<file path="src/rtl/wts_pkg.sv">
// Shared types and constants for the pipe-in write-throughput test sequencer.
// Latency: n/a (types, constants and one pure helper function only).
// Backpressure: n/a.
// Contents: FSM state enum, status bit indices, counter widths, saturating increment.
package wts_pkg;

  localparam int CNT_W    = 64;  // clk_counts width
  localparam int WORD_W   = 32;  // words_in / words_checked / transfer_len width
  localparam int STATUS_W = 4;

  // Bit positions inside the status word.
  localparam int STS_ABORTED = 0;
  localparam int STS_BAD_LEN = 1;
  localparam int STS_OVERRUN = 2;
  localparam int STS_TIMEOUT = 3;

  typedef enum logic [2:0] {
    ST_IDLE  = 3'd0,
    ST_CLEAR = 3'd1,
    ST_ARMED = 3'd2,
    ST_RUN   = 3'd3,
    ST_DRAIN = 3'd4,
    ST_DONE  = 3'd5
  } wts_state_t;

  // Word counters stick at all-ones instead of wrapping.
  function automatic logic [WORD_W-1:0] sat_inc_word(input logic [WORD_W-1:0] v);
    return (&v) ? v : v + WORD_W'(1);
  endfunction

endpackage

</file>
<file path="src/rtl/wts_cycle_timer.sv">
// 64-bit saturating cycle counter with synchronous clear and count enable.
// Latency: count reflects clear/enable one cycle after they are sampled.
// Backpressure: none; enable is sampled every cycle, the count holds at all-ones.
// Ports: okClk, reset (sync, active-high), clear, enable -> count[63:0].
module wts_cycle_timer
  import wts_pkg::*;
(
  input  logic             okClk,
  input  logic             reset,
  input  logic             clear,
  input  logic             enable,
  output logic [CNT_W-1:0] count
);

  always_ff @(posedge okClk) begin
    if (reset || clear) begin
      count <= '0;
    end else if (enable && !(&count)) begin
      count <= count + CNT_W'(1);
    end
  end

endmodule

</file>
<file path="src/rtl/write_test_sequencer.sv">
// Sequences one pipe-in write-throughput test: clear FIFO/checker, arm, time first write to last check.
// Latency: all outputs registered; state changes and counter updates are visible one cycle after the input.
// Backpressure: none; strobes are only counted, start is ignored while busy, abort beats start.
// Ports: okClk, reset (sync, active-high), start, abort, transfer_len[31:0], pipe_in_write, fifo_valid
//        -> fifo_rst, pattern_rst, timer_on, clk_counts[63:0], words_in[31:0], words_checked[31:0],
//           busy, done, status[3:0] = {timeout, overrun, bad_len, aborted}.
// Build option: define WTC_TIMEOUT_EN to add the DRAIN watchdog (status[3]); otherwise status[3] is 0.
module write_test_sequencer
  import wts_pkg::*;
#(
  parameter int CLEAR_CYCLES   = 4,
  parameter int TIMEOUT_CYCLES = 1024
) (
  input  logic                okClk,
  input  logic                reset,
  input  logic                start,
  input  logic                abort,
  input  logic [WORD_W-1:0]   transfer_len,
  input  logic                pipe_in_write,
  input  logic                fifo_valid,
  output logic                fifo_rst,
  output logic                pattern_rst,
  output logic                timer_on,
  output logic [CNT_W-1:0]    clk_counts,
  output logic [WORD_W-1:0]   words_in,
  output logic [WORD_W-1:0]   words_checked,
  output logic                busy,
  output logic                done,
  output logic [STATUS_W-1:0] status
);

  if (CLEAR_CYCLES < 1 || CLEAR_CYCLES > 15) begin : g_bad_clear
    $error("CLEAR_CYCLES must be in 1..15");
  end
  if (TIMEOUT_CYCLES < 1) begin : g_bad_timeout
    $error("TIMEOUT_CYCLES must be at least 1");
  end

  wts_state_t        state;
  logic [WORD_W-1:0] len_q;
  logic [3:0]        clear_cnt;
  logic [2:0]        sts_q;      // {overrun, bad_len, aborted}
  logic              timeout_q;

  logic              idle_or_done;
  logic              abort_ok;
  logic              wr_hits_len;
  logic              chk_hits_len;
  logic              timer_en;
  logic              start_ok;
  logic              wd_fire;

  assign idle_or_done = (state == ST_IDLE) || (state == ST_DONE);
  assign abort_ok     = abort && (state != ST_IDLE);
  assign start_ok     = start && !abort && idle_or_done && (transfer_len != '0);
  assign wr_hits_len  = pipe_in_write && (sat_inc_word(words_in) == len_q);
  assign chk_hits_len = fifo_valid && (sat_inc_word(words_checked) == len_q);

  // The first-strobe cycle in ARMED is part of the measured interval, as is the
  // cycle of the final check; an aborting cycle is not.
  assign timer_en = !abort_ok &&
                    ((state == ST_RUN) || (state == ST_DRAIN) ||
                     ((state == ST_ARMED) && pipe_in_write));

  wts_cycle_timer u_timer (
    .okClk  (okClk),
    .reset  (reset),
    .clear  (start_ok),
    .enable (timer_en),
    .count  (clk_counts)
  );

`ifdef WTC_TIMEOUT_EN
  localparam int WD_W = $clog2(TIMEOUT_CYCLES + 1);
  logic [WD_W-1:0] wd_cnt;

  // Counts consecutive DRAIN cycles with no fifo_valid; fires on the cycle
  // that would bring the count to TIMEOUT_CYCLES.
  always_ff @(posedge okClk) begin
    if (reset || (state != ST_DRAIN) || fifo_valid) begin
      wd_cnt <= '0;
    end else begin
      wd_cnt <= wd_cnt + WD_W'(1);
    end
  end

  assign wd_fire = (state == ST_DRAIN) && !fifo_valid &&
                   (wd_cnt == WD_W'(TIMEOUT_CYCLES - 1));
  assign status  = {timeout_q, sts_q};
`else
  assign wd_fire = 1'b0;
  assign status  = {1'b0, sts_q};
`endif

  always_ff @(posedge okClk) begin
    if (reset) begin
      state         <= ST_IDLE;
      len_q         <= '0;
      clear_cnt     <= '0;
      sts_q         <= '0;
      timeout_q     <= 1'b0;
      fifo_rst      <= 1'b0;
      pattern_rst   <= 1'b0;
      timer_on      <= 1'b0;
      words_in      <= '0;
      words_checked <= '0;
      busy          <= 1'b0;
      done          <= 1'b0;
    end else if (abort_ok) begin
      // Counters freeze where they are so the partial result stays readable.
      state              <= ST_IDLE;
      fifo_rst           <= 1'b0;
      pattern_rst        <= 1'b0;
      timer_on           <= 1'b0;
      busy               <= 1'b0;
      done               <= 1'b0;
      sts_q[STS_ABORTED] <= 1'b1;
    end else begin
      case (state)
        ST_IDLE, ST_DONE: begin
          if (start && !abort) begin
            if (transfer_len != '0) begin
              state         <= ST_CLEAR;
              len_q         <= transfer_len;
              clear_cnt     <= 4'(CLEAR_CYCLES - 1);
              sts_q         <= '0;
              timeout_q     <= 1'b0;
              fifo_rst      <= 1'b1;
              pattern_rst   <= 1'b1;
              words_in      <= '0;
              words_checked <= '0;
              busy          <= 1'b1;
              done          <= 1'b0;
            end else begin
              sts_q[STS_BAD_LEN] <= 1'b1;
            end
          end else if ((state == ST_DONE) && pipe_in_write) begin
            sts_q[STS_OVERRUN] <= 1'b1;
          end
        end

        ST_CLEAR: begin
          if (clear_cnt == 4'd0) begin
            state       <= ST_ARMED;
            fifo_rst    <= 1'b0;
            pattern_rst <= 1'b0;
          end else begin
            clear_cnt <= clear_cnt - 4'd1;
          end
        end

        ST_ARMED: begin
          if (fifo_valid) begin
            words_checked <= sat_inc_word(words_checked);
          end
          if (pipe_in_write) begin
            words_in <= WORD_W'(1);
            timer_on <= 1'b1;
            state    <= wr_hits_len ? ST_DRAIN : ST_RUN;
          end
        end

        ST_RUN: begin
          if (pipe_in_write) begin
            words_in <= sat_inc_word(words_in);
          end
          if (fifo_valid) begin
            words_checked <= sat_inc_word(words_checked);
          end
          if (chk_hits_len) begin
            state    <= ST_DONE;
            timer_on <= 1'b0;
            busy     <= 1'b0;
            done     <= 1'b1;
          end else if (wr_hits_len) begin
            state <= ST_DRAIN;
          end
        end

        ST_DRAIN: begin
          if (pipe_in_write) begin
            sts_q[STS_OVERRUN] <= 1'b1;
          end
          if (fifo_valid) begin
            words_checked <= sat_inc_word(words_checked);
          end
          if (chk_hits_len || wd_fire) begin
            state    <= ST_DONE;
            timer_on <= 1'b0;
            busy     <= 1'b0;
            done     <= 1'b1;
`ifdef WTC_TIMEOUT_EN
            if (!chk_hits_len) begin
              timeout_q <= 1'b1;
            end
`endif
          end
        end

        default: begin
          state <= ST_IDLE;
        end
      endcase
    end
  end

endmodule

</file>
<file path="config.mk">
export PLATFORM = sky130hd
export DESIGN_NAME = write_test_sequencer
export DESIGN_NICKNAME = d
export VERILOG_FILES = /design/src/rtl/wts_pkg.sv /design/src/rtl/wts_cycle_timer.sv /design/src/rtl/write_test_sequencer.sv
export SDC_FILE = /design/constraint.sdc
export NUM_CORES = 1
export LEC_CHECK = 0
export BUFFER_PORTS_ARGS = -buffer_cell sky130_fd_sc_hd__buf_2
export CAP_MARGIN = 20
export CORE_MARGIN = 4
export CORE_UTILIZATION = 28
export CTS_CLUSTER_DIAMETER = 30
export CTS_CLUSTER_SIZE = 40
export DETAILED_ROUTE_END_ITERATION = 6
export GPL_TIMING_DRIVEN = 0
export PLACE_DENSITY = 0.46
export SYNTH_ARGS = -nofsm -noshare
export SYNTH_HDL_FRONTEND = slang
export SYNTH_SLANG_ARGS = --single-unit
</file>
<file path="constraint.sdc">
create_clock -name okClk -period 3.7 [get_ports okClk]
set_clock_uncertainty 0.15 [all_clocks]
set_input_delay 0.555 -clock okClk [delete_from_list [all_inputs] [get_ports okClk]]
set_output_delay 0.555 -clock okClk [all_outputs]
set_load 0.02 [all_outputs]
</file>
Word-level counts from Yosys, hierarchy flattened --
Index checks and enable logic that the tools add are counted.
Word-level totals: input port bits 38, output and inout port bits 137, bits in registers 174, word-level logic and storage cells 127
Operators by class: add/sub/neg operators 4, reductions and logical operators 48, bitwise logic cells 1, muxes and demuxes 41, equal/unequal tests 20
Operator list (number):
- 32-bit two-way mux | 7
- 32-bit one-hot mux with 3 select lines | 1
- 32-bit by 1-bit adder with 32-bit output (second input constant) | 2
- 64-bit by 1-bit adder with 64-bit output (second input constant) | 1
- 32-bit equality test | 2
- 32-bit one-hot mux with 2 select lines | 1
- 32-bit AND reduction | 2
- 64-bit AND reduction | 1
- 32-bit nonzero test | 1
- 3-bit two-way mux | 8
- 2-bit inequality test (second input constant) | 8
- 2-bit nonzero test | 8
- 3-bit one-hot mux with 5 select lines | 1
- 5-bit AND reduction | 3
- 1-bit two-way mux | 14
- 4-bit two-way mux | 3
- 4-bit AND reduction | 3
- 6-bit AND reduction | 2
- 1-bit logical AND | 10
- 1-bit one-hot mux with 2 select lines | 5
- 3-bit inequality test (second input constant) | 3
- 3-bit AND reduction | 3
- 4-bit one-hot mux with 2 select lines | 1
- 3-bit by 2-bit equality test with 1-bit output (second input constant) | 2
- other kinds (12) | 22

Logic depth before layout (Yosys ltp) --
depth after elaboration 7, depth in mapped cells 13, depth with buffers taken out 11

Modules after synthesis --
A second synthesis with hierarchy kept.
Unflattened totals: cell total of the unflattened synthesis 1607, area total of the unflattened synthesis 11900.2 µm²
Modules (own cells, without submodules):
- write_test_sequencer | cells an instance 1197, sequential area each 2202.1 µm², times used 1, area each 8588.2 µm²
- wts_cycle_timer | cells an instance 410, sequential area each 1281.2 µm², times used 1, area each 3311.9 µm²

Worst setup path after synthesis --
No wires, ideal clock.
path type reg-to-reg, start register words_in[0], end register state[0], data arrival time 3.752 ns, required time 3.431 ns, library setup time 0.119 ns, setup slack -0.321 ns, period minus slack after synthesis 4.021 ns, stages on the path, launching flop included 12, path buffers 0, cells stage by stage dfxtp_1 > ha_1 > nand3_1 > or4_4 > o41ai_1 > nor2_1 > xnor2_1 > nor4_1 > nand3_1 > o31ai_4 > a21oi_1 > o221a_1
On the way: word-level cells in the longest chain between the ends 7, elaborated cells on any way between the ends 10, classes of those cells add/sub: 1; eq/ne: 2; mux: 4; reduce/logical: 3
RTL lines:
- start, declared | RTL line write_test_sequencer.sv:25 | output logic [WORD_W-1:0] words_in,
- start signal, assigned | RTL line write_test_sequencer.sv:165 | words_in <= sat_inc_word(words_in);
- 32-bit by 1-bit adder with 32-bit output / 32-bit AND reduction (equally long branches) | RTL line wts_pkg.sv:28 | return (&v) ? v : v + WORD_W'(1);
- 32-bit two-way mux *
- 32-bit equality test * | RTL line write_test_sequencer.sv:56 | assign wr_hits_len = pipe_in_write && (sat_inc_word(words_in) == len_q);
- 1-bit logical AND * | RTL line write_test_sequencer.sv:56
- 3-bit two-way mux | RTL line write_test_sequencer.sv:159 | state <= wr_hits_len ? ST_DRAIN : ST_RUN;
- 3-bit two-way mux | RTL line write_test_sequencer.sv:156 | if (pipe_in_write) begin
- 3-bit one-hot mux with 5 select lines | RTL line write_test_sequencer.sv:119 | case (state)
- end signal, assigned | RTL line write_test_sequencer.sv:159
- end, declared | RTL line write_test_sequencer.sv:39 | wts_state_t state;
Mark *: on every way between the ends. The rest lies on a longest branch, timed or not. The select of a mux whose other input is x is not followed. A chain may end at the register's enable or synchronous reset.

Worst setup path after layout --
Same ends and word-level chain as after synthesis.

==> run metrics <==
first-pass GRT wire length=66,560 um; hold violation total from the final report=0; max-slew violations=0; path type of the worst setup path=flip-flop to flip-flop; total length of routed wires=44,000 um; post-synth design cell area=10,680 um2; height of the die=203.3 um; final worst-path cycle share=100.9%; highest-utilization routing layer at the global route stage=met2; Global Route Usage Sum=20.57%; I/O Buffers=173; total iterations of the first detailed-routing run=5; leakage component of the power=5.227 nW; max_cap viols=0; largest net degree at the start of global routing=19; Post-DP HPWL=33,490 um; placeable core area=37,670 um2; setup repair after global routing missed its margin=true; proportion of power drawn by combinational gates=23.2%; number of vias after detailed routing=11,600; hold crit path type=input pin to flip-flop; vias in the first global route=11,020; GPL Wtd Cong=0.8992; summed area of non-filler cells in the final layout=13,620 um2; worst-margin pin slew=1.051 ns; number of rows created at floorplan=71; Ports=175; Max-Slew Margin vs Limit=29.95%; post-placement cell area=12,200 um2; die outline area=41,340 um2; register share of total power=40.0%; number of setup violations in the final report=2; Clk network pwr share=36.8%; failing checks=setup timing; Max VDD drop=0.0003026 V; Post-Layout Cell Count=2,131; iteration-0 DRC count of the detailed router=876; Vias/cell=5.443; count of unresolved DRC violations after routing=0; Final Hold Slack=0.2050 ns; CTS H-tree depth=4; initial antenna violation count=1; clk sink count=174; Starting Density=28.36%; power density over the cells=379.3 nW/um2; synthesized net count=1,437; Fmax achieved=0.2678 GHz; Seq/Total Area, Yosys=32.61%; run status=finished with violations; CP Data Arrival Time=3.93 ns; met1 GRT Util=28.32%; shortest period the worst path allows=3.735 ns; sum of internal, switching and leakage power=5.164 mW; number of antenna-violating nets in the routed design=0; M3 GR Usage=4.055%; proportion of synthesized flip-flops having asynchronous set or reset=0%; post-synthesis area per instance=7.662 um2; power spent charging and discharging nets=1.805 mW; clock tree from TritonCTS=built; total CTS buffers=17; maximum buffer depth of the clock tree=2; clock latency on the worst-skew pair=0.45 ns; count of yosys warnings during synthesis=0; routed length per instance=20.65 um; startpoint types=flip-flop; number of distinct library cells after synthesis=75; flops & latches, synth=174; gate count after technology mapping=1,394; Setup WS post-layout=-0.03473 ns; met2 track demand over resource=31.81%; total instance count after detailed placement=2,078; number of nets in the final layout=1,649; kind of end point of the critical path=flip-flop; switching power as a share of total power=34.95%; die width=203.3 um; maximum fanout along the worst path=6; top flip-flop cell by instance count after synthesis=sky130_fd_sc_hd__dfxtp_1; internal power component=3.359 mW; share of layout cells above drive strength 1=22.36%; overflow left after global routing=0; synthesis-to-layout area growth=27.48%; critical path data required time=3.89 ns; clock slew at reported path FFs=0.08 ns; Root Driver=sky130_fd_sc_hd__clkbuf_16; number of flops mapped to enable cells by yosys=0
## cell type report
class | instances | area [um2]
fill | 4097 | 24050
multi-input combinational | 1110 | 7253
sequential | 174 | 3516
timing repair buffer | 216 | 1215
tap | 511 | 639.4
clock buffer | 18 | 439.2
buffer | 69 | 317.8
clock inverter | 14 | 166.4
inverter | 18 | 67.56
antenna | 1 | 2.502
## synth_stat cells (7+ instances only)
cell type	number	area [um2]
sky130_fd_sc_hd__nor2_1	200	750.7
sky130_fd_sc_hd__dfxtp_1	174	3483
sky130_fd_sc_hd__nand2_1	110	412.9
sky130_fd_sc_hd__a21oi_1	89	445.4
sky130_fd_sc_hd__xnor2_1	83	727.0
sky130_fd_sc_hd__clkbuf_1	78	292.8
sky130_fd_sc_hd__nand3_1	67	335.3
sky130_fd_sc_hd__xor2_1	66	578.1
sky130_fd_sc_hd__o21ai_0	62	310.3
sky130_fd_sc_hd__nor3_1	56	280.3
sky130_fd_sc_hd__nand4_1	49	306.5
sky130_fd_sc_hd__mux2i_1	40	400.4
sky130_fd_sc_hd__nor4_1	36	225.2
sky130_fd_sc_hd__and4_1	30	262.8
sky130_fd_sc_hd__and3_1	27	168.9
sky130_fd_sc_hd__a31oi_1	25	156.4
sky130_fd_sc_hd__a311oi_1	22	192.7
sky130_fd_sc_hd__inv_1	18	67.56
sky130_fd_sc_hd__or3_1	15	93.84
sky130_fd_sc_hd__o2111ai_1	11	96.34
sky130_fd_sc_hd__a211oi_1	10	75.07
sky130_fd_sc_hd__nand2b_1	7	43.79
sky130_fd_sc_hd__o211ai_1	7	52.55
## path summary, 6_finish.rpt
kind | slack, ns | end | from | cells after the start
setup / recovery | -0.03 | state[0] | words_in[0] | 12
setup reg to reg | -0.03 | state[0] | words_in[0] | 12
hold reg to reg | 0.30 | done | done | 2
hold / removal | 0.21 | len_q[4] | transfer_len[4] | 3
## layer usage
metal / vias to the layer above / wire [um] / share of wire [%]
li1: 5516 / - / -
met2: 451 / 19190 / 44
met1: 5548 / 20320 / 46
met5: - / 11 / 0.025
met4: 2 / 1628 / 3.7
met3: 83 / 2859 / 6.5
## placed cells by master, fill, tap and decap left out, types with 24 or more instances in the layout
| master | instances |
|---|---|
| sky130_fd_sc_hd__a21oi_1 | 88 |
| sky130_fd_sc_hd__a31oi_1 | 24 |
| sky130_fd_sc_hd__and3_1 | 24 |
| sky130_fd_sc_hd__and4_1 | 29 |
| sky130_fd_sc_hd__buf_2 | 176 |
| sky130_fd_sc_hd__buf_4 | 43 |
| sky130_fd_sc_hd__clkbuf_1 | 44 |
| sky130_fd_sc_hd__dfxtp_1 | 156 |
| sky130_fd_sc_hd__mux2i_1 | 39 |
| sky130_fd_sc_hd__nand2_1 | 108 |
| sky130_fd_sc_hd__nand3_1 | 56 |
| sky130_fd_sc_hd__nand4_1 | 49 |
| sky130_fd_sc_hd__nor2_1 | 196 |
| sky130_fd_sc_hd__nor3_1 | 44 |
| sky130_fd_sc_hd__nor4_1 | 28 |
| sky130_fd_sc_hd__o21ai_0 | 61 |
| sky130_fd_sc_hd__xnor2_1 | 82 |
| sky130_fd_sc_hd__xor2_1 | 66 |
## cell families (layout without fill, tap and decap cells)
| logic type | after synthesis | after routing | synth area share, % |
|---|---|---|---|
| AO/OA/AOI/OAI | 278 | 278 | 16.80 |
| XOR/XNOR | 149 | 149 | 12.22 |
| adder cells (fa/ha/maj) | 5 | 5 | 0.5857 |
| buffers and inverters | 110 | 335 | 4.088 |
| flip-flops | 174 | 174 | 32.61 |
| multiplexers | 41 | 41 | 3.854 |
| other | 1 | 2 | 0.03511 |
| AND/OR/NAND/NOR | 636 | 636 | 29.81 |
## repair_timing
action,in CTS,in global routing
hold buffers,0,0
gates resized for setup,70,59
endpoints found under the setup margin,48,47
pin swaps,15,23
setup buffers,18,25
cloned,0,0
## stage by stage
step	worst slack [ns]	TNS (ns)	util (%)
6_report	-0.03473	-0.06388	36.15
5_1_grt	-0.1554	-0.3228	36.14
4_1_cts	-0.04444	-0.04444	35.10
3_5_place_dp	-1.023	-19.03	32.40
3_3_place_gp	-1.135	-21.04	32.40
2_1_floorplan	0.05994	0	-
## sequential cells by signal, indices dropped and copies added (netlist names)
name,count
words_in,32
timer_on,1
clear_cnt,4
sts_q,3
state,3
pattern_rst,1
u_timer.count,64
done,1
words_checked,32
busy,1
len_q,32
## critical path: stages (launching register included)
cell and delay (ns):
sky130_fd_sc_hd__dfxtp_4 0.39, sky130_fd_sc_hd__ha_4 0.17, sky130_fd_sc_hd__nand3_4 0.10, sky130_fd_sc_hd__or4_4 0.60
sky130_fd_sc_hd__buf_12 0.17, sky130_fd_sc_hd__or3_4 0.40, sky130_fd_sc_hd__a21oi_2 0.16, sky130_fd_sc_hd__o2111ai_2 0.19
sky130_fd_sc_hd__a2111oi_4 0.41, sky130_fd_sc_hd__nand3_2 0.17, sky130_fd_sc_hd__o31ai_4 0.38, sky130_fd_sc_hd__a21oi_1 0.12
sky130_fd_sc_hd__o221a_1 0.23
## power by group through the flow
stage	Combinational, mW	Sequential (mW)	Clock (mW)
3_5_place_dp	1.08	2.12	0
6_report	1.20	2.07	1.90
5_1_grt	1.30	2.08	2.03
3_3_place_gp	1.08	2.11	0
4_1_cts	1.14	2.07	1.96
2_1_floorplan	0.729	2.08	0
Note: power is estimated with default switching activity, not from simulation.
